===== src/rtl/instr_fetch_sequencer.sv =====
// Instruction fetch sequencer: PC, memory read handshake, IR, start of fsm_controller.
// Optional halt-on-fetch of opcode 3'b111 is enabled by defining FETCH_HALT_EN.
module instr_fetch_sequencer #(
    parameter int                ADDR_W   = 8,
    parameter logic [ADDR_W-1:0] RESET_PC = '0
) (
    input  logic              clk,
    input  logic              reset,
    input  logic              run,
    output logic [ADDR_W-1:0] mem_addr,
    output logic              mem_rd,
    input  logic              mem_ack,
    input  logic [15:0]       mem_rdata,
    output logic [15:0]       ir,
    output logic              s,
    input  logic              w,
    output logic [ADDR_W-1:0] pc,
    output logic              busy,
    output logic              halted
);

`ifdef FETCH_HALT_EN
    typedef enum logic [2:0] {
        ST_IDLE,
        ST_FETCH,
        ST_ISSUE,
        ST_EXEC,
        ST_HALT
    } state_e;
`else
    typedef enum logic [1:0] {
        ST_IDLE,
        ST_FETCH,
        ST_ISSUE,
        ST_EXEC
    } state_e;
`endif

    state_e            state_q, state_d;
    logic [ADDR_W-1:0] pc_q, pc_d;
    logic [15:0]       ir_q, ir_d;
    logic              s_q, s_d;
    logic              mem_rd_q, mem_rd_d;
    logic              busy_q, busy_d;
    logic              halted_q, halted_d;

    // Next state, PC/IR updates, and outputs decoded from the next state so they register cleanly
    always_comb begin
        state_d = state_q;
        pc_d    = pc_q;
        ir_d    = ir_q;
        case (state_q)
            ST_IDLE: begin
                if (run) state_d = ST_FETCH;
            end
            ST_FETCH: begin
                if (mem_ack) begin
                    ir_d    = mem_rdata;
                    state_d = ST_ISSUE;
`ifdef FETCH_HALT_EN
                    if (mem_rdata[15:13] == 3'b111) state_d = ST_HALT;
`endif
                end
            end
            ST_ISSUE: begin
                if (!w) state_d = ST_EXEC;
            end
            ST_EXEC: begin
                if (w) begin
                    pc_d    = pc_q + ADDR_W'(1);
                    state_d = run ? ST_FETCH : ST_IDLE;
                end
            end
            default: state_d = state_q;
        endcase

        s_d      = (state_d == ST_ISSUE);
        mem_rd_d = (state_d == ST_FETCH);
        busy_d   = (state_d == ST_FETCH) || (state_d == ST_ISSUE) || (state_d == ST_EXEC);
`ifdef FETCH_HALT_EN
        halted_d = (state_d == ST_HALT);
`else
        halted_d = 1'b0;
`endif
    end

    // State and registered outputs; async reset drops s and mem_rd immediately
    always_ff @(posedge clk or posedge reset) begin
        if (reset) begin
            state_q  <= ST_IDLE;
            pc_q     <= RESET_PC;
            ir_q     <= '0;
            s_q      <= 1'b0;
            mem_rd_q <= 1'b0;
            busy_q   <= 1'b0;
            halted_q <= 1'b0;
        end else begin
            state_q  <= state_d;
            pc_q     <= pc_d;
            ir_q     <= ir_d;
            s_q      <= s_d;
            mem_rd_q <= mem_rd_d;
            busy_q   <= busy_d;
            halted_q <= halted_d;
        end
    end

    assign pc       = pc_q;
    assign mem_addr = pc_q;
    assign ir       = ir_q;
    assign s        = s_q;
    assign mem_rd   = mem_rd_q;
    assign busy     = busy_q;
`ifdef FETCH_HALT_EN
    assign halted   = halted_q;
`else
    assign halted   = 1'b0;
    logic unused_halted;
    assign unused_halted = halted_q;
`endif

endmodule


===== config.mk =====
export PLATFORM = sky130hd
export DESIGN_NAME = instr_fetch_sequencer
export DESIGN_NICKNAME = d
export VERILOG_FILES = /design/src/rtl/instr_fetch_sequencer.sv
export SDC_FILE = /design/constraint.sdc
export NUM_CORES = 1
export LEC_CHECK = 0
export BUFFER_PORTS_ARGS = -buffer_cell sky130_fd_sc_hd__buf_2
export CAP_MARGIN = 20
export CORE_AREA = 10 10 68 70
export DETAILED_ROUTE_END_ITERATION = 16
export DIE_AREA = 0 0 78 80
export HOLD_SLACK_MARGIN = 0.06
export PLACE_DENSITY = 0.71
export SLEW_MARGIN = 15
export SYNTH_ARGS = -nofsm -noshare
export SYNTH_HDL_FRONTEND = slang
export SYNTH_SLANG_ARGS = --single-unit

===== constraint.sdc =====
create_clock -name clk -period 1.1 [get_ports clk]
set_input_delay 0.11 -clock clk [delete_from_list [all_inputs] [get_ports clk]]
set_output_delay 0.11 -clock clk [all_outputs]
set_load 0.02 [all_outputs]

* Word level (Yosys, flattened, before mapping) *
Index checks and enable logic that the tools add are counted.

operators by class
  equal/unequal tests = 6
  mux-type cells = 6
  reductions and logical operators = 5
  add/subtract/negate cells = 1

operators with widths
  cell                                                             number
  8-bit by 1-bit adder with 8-bit output, second input constant    1
  2-bit == test, second input constant                             4
  2-bit two-way mux                                                4
  2-bit case mux with 4 select lines                               1
  2-bit by 1-bit == test with 1-bit output, second input constant  2
  2-bit AND reduction                                              2
  2-bit zero test                                                  1
  1-bit logical OR                                                 2
  1-bit two-way mux                                                1

word-level totals
  output and inout bits = 36
  logic and storage cells = 24
  bits of input ports = 21
  register bits = 29

* Logic depth before layout (Yosys ltp) *
  word-level depth = 6
  gate-level depth with buffers = 4
  depth with buffers taken out = 4

* Worst setup path after synthesis *
No wires, ideal clock.

  kind = register to register
  start point = register state_q[1]
  end point = register ir_q[0] (netlist: ir[0])
  data arrival time = 1.073 ns
  buffers on the path = 1
  cell stages (with the launch flop) = 4
  setup slack = -0.098 ns
  period minus slack after synthesis = 1.198 ns
  cells stage by stage = dfrtp_1 -> nand3b_4 -> buf_6 -> mux2_4

on the way
  word-level cells in the longest chain between the ends = 2

RTL lines
  element                                   RTL line  text
  start: declaration                        39        state_e state_q, state_d;
  start signal: assignment                  98        state_q <= state_d;
  2-bit by 1-bit == test with 1-bit output  52        case (state_q)
  2-bit AND reduction (no line)             --
  end signal: assignment                    100       ir_q <= ir_d;
  end: declaration                          41        logic [15:0] ir_q, ir_d;

No other way between the ends.
A chain may end at the register's enable or synchronous reset.

* Final worst setup path *
  start point = register state_q[0]
  end point = register s_q (netlist: s)

on the way
  word-level cells in the longest chain between the ends = 3
  elaborated cells on any way between the ends = 10

RTL lines
  element                                      RTL line  text
  2-bit == test, or another cell as far along  52
  2-bit case mux with 4 select lines (*)       52
  2-bit == test (*)                            77        s_d = (state_d == ST_ISSUE);
  via s_d                                      42        logic s_q, s_d;
  end signal: assignment                       93        s_q <= 1'b0;
  end signal: assignment                       101       s_q <= s_d;
  end: declaration                             42

Mark *: on every way through the listed nets, which the timed path passes. The rest lies on a longest branch.

==> reports/qor.yml <==
outcome:
  failing_checks: "negative setup slack"
  outcome: "finished with violations"
clocking:
  max-clock-path-buffers: 2
  clkTransAtPathRegs_ns: 0.09
  cts_sinks: 29
  tritoncts: "done"
  cts.root.buffer_cell: "clkbuf_4"
  clock_latency_ns: 0.32
  cts_inserted_buffers: 5
  htree_num_levels: 2
floorplanning:
  ioPinCount: 57
  core.rowCount: 21
  floorplan.die_area_um2: 6240
  core_region_area_um2: 3280
  die_h_um: 80
  start_util: 0.394
  chipWidth_um: 78
place:
  globalplace.congestion: 0.800
  dpl_hpwl_um: 2340
  detailed_place.area_um2: 1620
  io_buffers: 55
sta:
  finalHoldViolCount: 0
  clock_skew_ns: 0.0105
  grt_setup_unrepaired: "true"
  timing.final.setup_violations: 24
  achievable-frequency_mhz: 836
  worst_slack_ns: -0.0968
  slew_viol_final: 0
  period_minus_slack_ns: 1.20
  post-route-period-util: 1.09
worst_hold_path:
  worst_hold_path.num_cells: 3
  worst_hold_path_type: "input pin to flop"
critical_path:
  worst-endpoint-required_ns: 1.31
  worst_setup_start_kind: "flop"
  worst_setup_path_end_kind: "flop"
  critical_path_peak_fanout: 6
  timing.reg2reg.worst_path_depth: 3
  timing_worst_setup_path_type: "flop to flop"
  crit_arrival_ns: 1.41
layout:
  final_net_count: 201
  insertedDiodeCount: 0
  finish.utilization: 0.615
  final_area_um2: 2020
  flow.area_growth_from_synthesis_pct: 56.0
  drive_gt1_frac: 0.644
synth:
  seq_area_frac_synth: 0.560
  netlist_instances: 92
  post-synth-top-area-fraction: 0.560
  async_flop_share: 1.00
  synth_cell_types: 24
  syn-mean-instance-area_um2: 14.1
  synth.top_cells.by_area: "dfrtp_1 (56%), mux2_4 (12%), buf_4 (5.2%)"
  list_of_most_frequent_post_synthesis_cells: "dfrtp_1 (29), mux2_4 (10), nand2_1 (10)"
  most_instantiated_library_cell_after_synthesis: "dfrtp_1"
  synth_edf_count: 0
  postSynthRegisterBits: 29
  yosysWarnings: 0
  postSynthNetCount: 114
  synthDominantAreaCellType: "dfrtp_1"
  synth_ff_type: "dfrtp_1"
  syn_area_um2: 1290
detailed_routing:
  first_iter_violations: 40
  route.final.wire_length_um: 3430
  detail_route.wl_per_cell_um: 15.2
  vias: 1012
  ant_nets: 0
  drt-vias-per-instance: 4.48
  drc: 0
  dr.pass1.iters: 4
run:
  maxCapViolations: 0
power:
  p_per_area_nw_per_um2: 2740
  power.leakage_nw: 1.05
  vdd_drop_max_uv: 1120
grt:
  globalRoute.totalOverflow: 0
  grt_antenna_before_repair: 0
  grt_use_total: 0.110
  via_count_of_the_first_global_routing_pass: 1160
  grt_start_max_net_pins: 30
  grt_pass1_wl_um: 5350
area by class of cell:
class                           instances  area (um^2)
Sequential cell                        29          733
Multi-Input combinational cell         51          518
Clock inverter                          3         17.5
Timing Repair Buffer                   91          653
Tap cell                               46         57.6
Inverter                                1         3.75
Fill cell                             263         1260
Clock buffer                            5         37.5
where the power goes:
group          total (mW)  switching [mW]  leakage, nW  internal (mW)
registers            1.88           0.333        0.348           1.54
logic                3.06            1.44        0.673           1.62
clock network       0.599           0.359       0.0310          0.240
worst max-delay path: stages, from the launching register on:
cell and delay (ns):
dfrtp_2 0.47, buf_6 0.14, a211o_4 0.32, and3_4 0.17
cells in the final DEF (no fill, tap or decap), drive strengths merged, types with 2 or more instances in the layout:
master	netlist	layout
and3	2	2
nand3b	2	2
xnor2	4	4
nand4	2	2
mux2	16	16
nor3	2	2
clkinv	0	2
buf	11	74
dlygate4sd3	0	17
nand2	10	10
a21bo	2	2
dfrtp	29	29
nand3	2	2
xor2	3	3
clkbuf	0	5
metal layers:
| layer | GRT usage | vias up | part of all wire |
|---|---|---|---|
| li1 | - | 475 | - |
| met1 | 0.0865 | 496 | 0.31 |
| met2 | 0.218 | 34 | 0.58 |
| met3 | 0.0473 | 7 | 0.083 |
| met4 | 0.0609 | 0 | 0.023 |
| met5 | 0 | - | 0 |
path summary, 6_finish.rpt:
| check | startpoint | endpoint | slack [ns] |
|---|---|---|---|
| hold reg to reg | mem_addr[7] | mem_addr[7] | 0.51 |
| setup / recovery | state_q[0] | s | -0.1 |
| max in group asynchronous | reset | mem_addr[4] | 0.43 |
| hold / removal | mem_ack | state_q[0] | 0.14 |
| min in group asynchronous | reset | ir[5] | 0.38 |
| setup reg to reg | state_q[0] | s | -0.1 |
logic make-up after synthesis:
family / Yosys count / synth area share
DFF: 29 / 0.560
and+or+nand+nor: 22 / 0.112
muxes: 16 / 0.168
buffers and inverters: 12 / 0.0725
xor gates and xnor gates: 7 / 0.0473
AOI/OAI and AO/OA: 4 / 0.0271
adders and majority gates: 1 / 0.00966
other: 1 / 0.00290
flip-flops by register name (all words and copies together) (netlist names):
| name | count |
|---|---|
| mem_rd | 1 |
| s | 1 |
| state_q | 2 |
| ir | 16 |
| busy | 1 |
| mem_addr | 8 |
repair_timing:
item | 4_1_cts | 5_1_grt
hold endpoints to repair | 45 | 0
pin swaps | 3 | 4
resized for setup | 23 | 2
buffers inserted | 7 | 3
endpoints found under the setup margin | 30 | 35
hold buffers | 17 | 0
per-stage QoR:
| step | setup TNS, ns | hold WS (ns) | cells | power [mW] | setup slack (ns) |
|---|---|---|---|---|---|
| 5_1_grt | -2.63 | 0.148 | 226 | 5.88 | -0.117 |
| 3_5_place_dp | -1.57 | 0.196 | 191 | 4.35 | -0.149 |
| 6_report | -1.36 | 0.144 | 226 | 5.53 | -0.0968 |
| 3_3_place_gp | -1.04 | 0.188 | 191 | 4.26 | -0.0847 |
| 4_1_cts | -1.31 | 0.134 | 223 | 5.49 | -0.0979 |
| 2_1_floorplan | -0.982 | 0.188 | 92 | 3.53 | -0.0982 |
(Power assumes the default switching activity.)
